==> config.mk <==
export PLATFORM = sky130hd
export DESIGN_NAME = vending_controller
export DESIGN_NICKNAME = d
export VERILOG_FILES = /design/src/rtl/vending_controller.sv
export SDC_FILE = /design/constraint.sdc
export NUM_CORES = 1
export LEC_CHECK = 0
export BUFFER_PORTS_ARGS = -buffer_cell sky130_fd_sc_hd__buf_2
export CAP_MARGIN = 30
export CORE_ASPECT_RATIO = 0.75
export CORE_MARGIN = 2
export CORE_UTILIZATION = 55
export DETAILED_ROUTE_END_ITERATION = 7
export PLACE_DENSITY = 0.77
export SYNTH_ARGS = -nofsm -noshare
export SYNTH_HDL_FRONTEND = slang
export SYNTH_SLANG_ARGS = --single-unit
==> constraint.sdc <==
create_clock -name clk -period 6.3 [get_ports clk]
set_clock_uncertainty 0.2 [all_clocks]
set_input_delay 0.63 -clock clk [delete_from_list [all_inputs] [get_ports clk]]
set_output_delay 0.63 -clock clk [all_outputs]
set_load 0.005 [all_outputs]
==> src/rtl/vending_controller.sv <==
// vending_controller: coin balance, item dispense and greedy change-return sequencer
module vending_controller #(
  parameter int TOTAL_BITS = 31,
  parameter int NUM_ITEMS = 4,
  parameter int NUM_COINS = 3,
  parameter int COIN_VAL0 = 100,
  parameter int COIN_VAL1 = 500,
  parameter int COIN_VAL2 = 1000,
  parameter int PRICE0 = 400,
  parameter int PRICE1 = 500,
  parameter int PRICE2 = 1000,
  parameter int PRICE3 = 2000,
  parameter int MAX_BALANCE = 10000,
  parameter int TIMEOUT = 100
) (
  input  logic                  clk,
  input  logic                  reset_n,
  input  logic [NUM_COINS-1:0]  i_input_coin,
  input  logic [NUM_ITEMS-1:0]  i_select_item,
  input  logic                  i_trigger_return,
  output logic [NUM_ITEMS-1:0]  o_available_item,
  output logic [NUM_ITEMS-1:0]  o_output_item,
  output logic [NUM_COINS-1:0]  o_return_coin,
  output logic [TOTAL_BITS-1:0] o_current_total,
  output logic                  o_coin_reject,
  output logic                  o_busy
);
  typedef enum logic [1:0] {IDLE, COLLECT, DISPENSE, CHANGE} state_t;
  localparam int COINS [3] = '{COIN_VAL0, COIN_VAL1, COIN_VAL2};
  localparam int PRICES [4] = '{PRICE0, PRICE1, PRICE2, PRICE3};
  localparam int TW = $clog2(TIMEOUT + 1);
  state_t state;
  logic [TOTAL_BITS-1:0] balance, sel_price, coin_val, rem;
  logic [TOTAL_BITS+1:0] sum;
  logic [TW-1:0] timer;
  logic [NUM_ITEMS-1:0] item, sel_hot;
  logic [NUM_COINS-1:0] coin_hot;
  always_comb begin
    sum = {2'b00, balance};
    for (int k = 0; k < NUM_COINS; k++)
      if (i_input_coin[k]) sum = sum + (TOTAL_BITS+2)'(COINS[k]);
    sel_hot = '0;
    sel_price = '0;
    for (int k = NUM_ITEMS - 1; k >= 0; k--)
      if (i_select_item[k]) begin
        sel_hot = '0;
        sel_hot[k] = 1'b1;
        sel_price = TOTAL_BITS'(PRICES[k]);
      end
    coin_hot = '0;
    coin_val = '0;
    for (int k = 0; k < NUM_COINS; k++)
      if (balance >= TOTAL_BITS'(COINS[k])) begin
        coin_hot = '0;
        coin_hot[k] = 1'b1;
        coin_val = TOTAL_BITS'(COINS[k]);
      end
    rem = balance - coin_val;
  end
  assign o_busy = state == DISPENSE || state == CHANGE;
  assign o_current_total = balance;
  assign o_output_item = state == DISPENSE ? item : '0;
  assign o_return_coin = state == CHANGE ? coin_hot : '0;
  for (genvar j = 0; j < NUM_ITEMS; j++) begin : g_avail
    assign o_available_item[j] = !o_busy && balance >= TOTAL_BITS'(PRICES[j]);
  end
  always_ff @(posedge clk or negedge reset_n) begin
    if (!reset_n) begin
      state <= IDLE;
      balance <= '0;
      timer <= '0;
      item <= '0;
      o_coin_reject <= 1'b0;
    end else begin
      o_coin_reject <= 1'b0;
      unique case (state)
        IDLE, COLLECT: begin
          if (i_trigger_return) begin
            if (balance != 0) state <= CHANGE;
          end else if (|i_select_item && balance >= sel_price) begin
            balance <= balance - sel_price;
            item <= sel_hot;
            state <= DISPENSE;
          end else if (!(|i_select_item) && |i_input_coin && sum <= (TOTAL_BITS+2)'(MAX_BALANCE)) begin
            balance <= sum[TOTAL_BITS-1:0];
            timer <= TW'(TIMEOUT);
            state <= COLLECT;
          end else begin
            o_coin_reject <= !(|i_select_item) && |i_input_coin;
            if (state == COLLECT) begin
              if (timer <= 1) state <= CHANGE;
              else timer <= timer - 1'b1;
            end
          end
        end
        DISPENSE: begin
          state <= balance != 0 ? COLLECT : IDLE;
          timer <= TW'(TIMEOUT);
          item <= '0;
        end
        CHANGE: begin
          balance <= rem < TOTAL_BITS'(COIN_VAL0) ? '0 : rem;
          if (rem < TOTAL_BITS'(COIN_VAL0)) state <= IDLE;
        end
      endcase
    end
  end
endmodule

; Word-level counts from Yosys, hierarchy flattened
; Index checks and enable logic that the tools add are counted.
[classes]
addsub = 6
magnitude_cmp = 9
eq_ne = 13
mux = 46
reduce_logical = 21
[op_table]
columns = cell, count
row1 = 2-to-1 mux 31 bit, 9
row2 = 2-to-1 mux 33 bit, 2
row3 = greater-or-equal comparator 31 x 9 -> 1 bit (second input constant), 2
row4 = case mux 31 bit (2 select lines), 1
row5 = subtractor 31 bit, 2
row6 = 2-to-1 mux 7 bit, 6
row7 = adder 33 x 10 -> 33 bit (second input constant), 1
row8 = adder 33 x 9 -> 33 bit (second input constant), 1
row9 = <= comparator 33 x 14 -> 1 bit (second input constant), 1
row10 = adder 31 x 7 -> 32 bit (second input constant), 1
row11 = 2-to-1 mux 32 bit, 1
row12 = greater-or-equal comparator 31 x 10 -> 1 bit (second input constant), 1
row13 = greater-or-equal comparator 31 x 11 -> 1 bit (second input constant), 1
row14 = greater-or-equal comparator 31 bit, 1
row15 = greater-or-equal comparator 31 x 7 -> 1 bit (second input constant), 1
row16 = < comparator 31 x 7 -> 1 bit (second input constant), 1
row17 = nonzero test 31 bit, 1
row18 = 2-to-1 mux 4 bit, 7
row19 = 2-to-1 mux 2 bit, 7
row20 = case mux 7 bit (2 select lines), 1
row21 = inequality test 3 bit (second input constant), 4
row22 = 2-to-1 mux 11 bit, 1
row23 = inequality test 5 bit (second input constant), 2
row24 = 2-to-1 mux 3 bit, 3
row25 = 20 further kinds, 37
[totals]
regBits = 45
inputBits = 10
output_inout_bits = 44
word_cells = 100

; Depth between registers and ports, before layout
[depth]
word_depth = 12
ltp_mapped = 27
ltp_nobuf = 23

; Worst setup path after synthesis
; No wires, ideal clock.
[synth_timing]
path_type = reg-to-reg
from = register balance[12], in the netlist o_current_total[12]
to = register balance[3], in the netlist o_current_total[3]
setup_ns = 0.133
arrival_ns = 5.669
t_required_ns = 5.967
slack_ns = 0.298
path_stages_with_launch = 26
n_path_buf = 4
period_less_slack_ns = 6.002
cell_sequence = dfrtp_1 clkbuf_1 or2_2 clkbuf_1 or3_1 nor3_1 nand2_1 a2111oi_0 nor2_1 ha_1 fa_1 nor2b_1 o21ai_0 a21oi_1 o21ai_0 a21boi_0 o21a_1 clkbuf_1 o31ai_1 a222oi_1 nand4_1 nand2_1 clkbuf_1 o22ai_1 a21oi_1 a21oi_1
[synth_between]
elab_chain_len = 10
elab_cells_between_ends = 24
classes_between = add/sub: 4 / order compare: 6 / eq/ne: 1 / mux: 10 / reduce/logical: 3
[synth_rtl]
columns = element, line_no
row1 = from (decl), 33  ; logic [TOTAL_BITS-1:0] balance, sel_price, coin_val, rem;
row2 = from (signal assigned), 81  ; balance <= balance - sel_price;
row3 = from (signal assigned), 85  ; balance <= sum[TOTAL_BITS-1:0];
row4 = from (signal assigned), 102  ; balance <= rem < TOTAL_BITS'(COIN_VAL0) ? '0 : rem;
row5 = adder 31 x 7 -> 32 bit, 41  ; if (i_input_coin[k]) sum = sum + (TOTAL_BITS+2)'(COINS[k]);
row6 = 2-to-1 mux 32 bit, 41
row7 = adder 33 x 9 -> 33 bit, 41
row8 = 2-to-1 mux 33 bit, 41
row9 = adder 33 x 10 -> 33 bit, 41
row10 = 2-to-1 mux 33 bit, 41
row11 = <= comparator 33 x 14 -> 1 bit, 84  ; end else if (!(|i_select_item) && |i_input_coin && sum <= (TOTAL_BITS+2)'(MAX_BALANCE)) begin
row12 = logical AND 1 bit, 84
row13 = inequality test 3 bit (no line), --
row14 = AND reduction 3 bit (no line), --
; Parallel ways exist; a longest one is shown, timed or not. The select of a mux whose other input is x is not followed.
; A chain may end at the register's enable or synchronous reset.

; Final worst setup path
[layout_timing]
from = register balance[2], in the netlist o_current_total[2]
to = register balance[14], in the netlist o_current_total[14]
[layout_between]
elab_chain_len = 10
elab_cells_between_ends = 26
classes_between = add/sub: 5 / order compare: 6 / eq/ne: 1 / mux: 11 / reduce/logical: 3
[layout_rtl]
columns = element, line_no
row1 = adder 31 x 7 -> 32 bit, 41
row2 = 2-to-1 mux 32 bit, 41
row3 = adder 33 x 9 -> 33 bit, 41
row4 = 2-to-1 mux 33 bit, 41
row5 = adder 33 x 10 -> 33 bit, 41
row6 = 2-to-1 mux 33 bit, 41
row7 = <= comparator 33 x 14 -> 1 bit / 2-to-1 mux 31 bit (equally long branches), 84
row8 = logical AND 1 bit / 2-to-1 mux 31 bit (equally long branches), "84, 80"
row9 = inequality test 3 bit (no line) / 2-to-1 mux 31 bit (equally long branches), --
row10 = AND reduction 3 bit (no line) / case mux 31 bit (2 select lines) (equally long branches), --
; Parallel ways exist; a longest one is shown, timed or not. The select of a mux whose other input is x is not followed.

==> results.cfg <==
[status]
status = complete, no violations

[yosys]
syn_avg_cell_area_um2 = 7.24
synth_flop_cell = dfrtp_1
synth_seq_cells = 43
ys_seq_area_share_pct = 13.9
syn_inst = 1066
synth.cell_area_um2 = 7720
ys_types = 101
ys_async_sr_fraction_pct = 100
ys_warn_count = 0
synth_edf_count = 0

[timing]
max_clock_freq_mhz = 169
fin_hold_ws_ns = 0.0660
fin_crit_ns = 5.93
hold_viol = 0
finalSetupViolCount = 0
setup_tns_ns = 0
slew_headroom_pct = 38.0
rsz0062_at_grt = no
fin_crit_sh_pct = 94.1
worstMarginPinSlew_ns = 0.928
report.final.slew_viol_count = 0

[pwr]
power_frac_seq_pct = 13.5
power_density_nw_per_um2 = 506
internal-power_uw = 1840
p_clk_share_pct = 7.0
switching_share_pct = 57.2
power_switching_uw = 2450
ir_worst_vdd_v = 0.000384
combPwrFrac_pct = 79.5
p_leak_uw = 0.00316

[worst_setup_path]
cp_slowest_cell = dfrtp_1
cp-startpoint = o_current_total[2]
r2r_cells = 16
worstSetupPathType = register to register
worstPathRequired_ns = 6.27
cp_max_fo = 19
timing.rr.start = o_current_total[2]
crit_path_start_kind = register
crit_chain = inv_1 > ha_1 > mux2_2 > ha_1 > nor2b_1 > o21ai_0 > xor2_1 > or4_1 > o21ai_0 > mux2_2 > a211oi_1 > nand3_1 > nor4_4 > nand4_4 > and2_2 > o32a_1
max_stage_delay_ns = 0.61
worstSetupEndpoint = o_current_total[14]
crit_path_end_kind = register
worstPathArrival_ns = 5.90
reg2reg_slack_ns = 0.37
r2r-end = o_current_total[14]

[layout]
antennaDiodeCount = 0
drive_gt1_share_pct = 15.1
syn_to_final_growth_pct = 9.71
nNetsFinal = 1141

[floorplan]
io_pins = 54
core-area_um2 = 13700
die_h_um = 107
dieArea_um2 = 15000
start_util_pct = 56.3
die_w_um = 141
rows = 37

[routing]
drc = 0
postRouteAntennaNets = 0
wire_per_inst_um = 20.8
drt_wl_total_mm = 26.6
vias = 8881
drt_iter0_markers = 1296
via_per_inst = 6.94
dr.pass1.iters = 6

[clock_tree]
ctsLongestPathBuffers = 2
cts_root_buffer = clkbuf_16
cts.sinks = 43
cts_tree = done
numCtsBuffers = 5
clk_latency_ns = 0.29
clkTransAtPathRegs_ns = 0.06
htreeDepth = 2

[place]
place_congestion = 0.961
numPortBuffers = 51
hpwl_mm = 20.3

[flow_run]
maxCapViolations = 0

[grt]
overflow = 0
grt_first_pass_wirelength_mm = 41.7
grt_antenna_before_repair = 0
grt_usage_pct = 34.4
first_global_vias = 7783
grt_max_degree = 40

[worst_hold_path]
worstHoldPathType = input port to async pin
## per-stage QoR
| stage | worst slack [ns] | utilization (%) | power (µW) | std cells | area, µm² |
|---|---|---|---|---|---|
| final | 0.372 | 61.8 | 4290 | 1280 | 8470 |
| after global routing | 0.0324 | 61.8 | 4550 | 1280 | 8470 |
| after CTS | 0.286 | 61.6 | 4140 | 1278 | 8430 |
| after detailed placement | 0.262 | 60.3 | 3820 | 1270 | 8270 |
| after global placement | 0.341 | 60.2 | 3780 | 1269 | 8250 |
| after floorplan | 0.298 | - | 2910 | 1067 | 7720 |
## power groups by stage
stage | Sequential, µW | Clock (µW) | Combinational, µW
after CTS | 569 | 300 | 3270
after detailed placement | 574 | 0 | 3240
final | 577 | 301 | 3410
after global routing | 597 | 311 | 3640
after global placement | 569 | 0 | 3210
after floorplan | 517 | 0 | 2400
## critical path, delay by kind of cell, from the launching register on
kind | cells | cell delay, ns
mux | 2 | 0.68
fa+ha+maj | 2 | 0.61
simple gates | 6 | 2.01
compound gates | 4 | 1.19
buf+inv | 1 | 0.23
flops | 1 | 0.61
xor+xnor | 1 | 0.26
## synth_stat cells, types with 6 or more instances
cell        n  area [µm²]
a21o_1     11        82.6
nor4_2      7        87.6
and3_1      9        56.3
and2_1     18         113
nand2b_1    9        56.3
inv_1      32         120
or4_1       7        52.6
or3_1      13        81.3
nor3b_1     7        52.6
a22oi_1     6        45.0
a211oi_1   13        97.6
clkbuf_1   45         169
o21ai_1     6        30.0
o31a_1      7        61.3
nor4b_1     7        61.3
nor4_1     36         225
xor2_1     24         210
a21boi_0    8        60.1
nor3_1     42         210
o22ai_1    26         163
and4_1      7        61.3
xnor2_1    66         578
buf_2      11        55.1
o21a_1     15         113
nand3_1    52         260
nor2_1    101         379
o31ai_1     9        67.6
dfrtp_1    43        1080
a31oi_1    15        93.8
o211ai_1   12        90.1
buf_4       7        52.6
nand2_1    84         315
a21oi_1    55         275
ha_1       25         313
mux2i_1     8        80.1
nor2b_1    17         106
o21ai_0    60         300
nand4_1    21         131
## flip-flops by register name (all words and copies together) (netlist names)
register         count
timer                7
o_coin_reject        1
item                 4
o_current_total     29
state                2
## what timing repair did
action,in CTS,in global routing
resized for setup,0,4
hold buffers,0,0
buffers inserted,0,2
endpoints found under the setup margin,0,22
## cell type report
type,instances,area [µm²]
clock buffers,5,125
clock inverters,3,43.8
fillers,1256,5230
inverters,32,120
multi-input cells,921,6230
flip-flops and latches,43,1080
well taps,175,219
repair buffers,101,656
## cell usage in the layout (no fill, tap or decap), types with 41 or more instances in the layout
master,count
buf_2,51
nor3_1,41
xnor2_1,66
nor2_1,101
buf_4,48
nand2_1,84
o21ai_0,60
nand3_1,52
dfrtp_1,43
a21oi_1,54
## per-layer routing
metal	wire length, µm	GRT usage (%)	up-vias
met5	0	0	-
met4	679	9.36	0
met3	3660	7.15	65
met2	10800	49.3	628
met1	11500	51.9	4105
li1	-	-	4083
## kinds of logic after synthesis
family	after synthesis	share of synthesized area [%]
other	1	0.0486
buffers and inverters	103	5.74
adder cells (fa/ha/maj)	27	4.57
XOR/XNOR	97	11.9
AO/OA/AOI/OAI	308	27.7
flip-flops	43	13.9
multiplexers	16	2.20
AND/OR/NAND/NOR	471	33.9
## worst min path at each step
| stage | slack [ns] | start | to | depth (start not counted) |
|---|---|---|---|---|
| CTS | 0.08 | reset_n | o_current_total[6] | 1 |
| floorplan | 0.13 | reset_n | item[0] | 0 |
| global route | 0.09 | reset_n | o_current_total[6] | 1 |
| global placement | 0.29 | item[3] | item[3] | 2 |
| detailed placement | 0.30 | item[2] | item[2] | 2 |
| finish | 0.07 | reset_n | o_current_total[6] | 1 |
(Power assumes the default switching activity.)
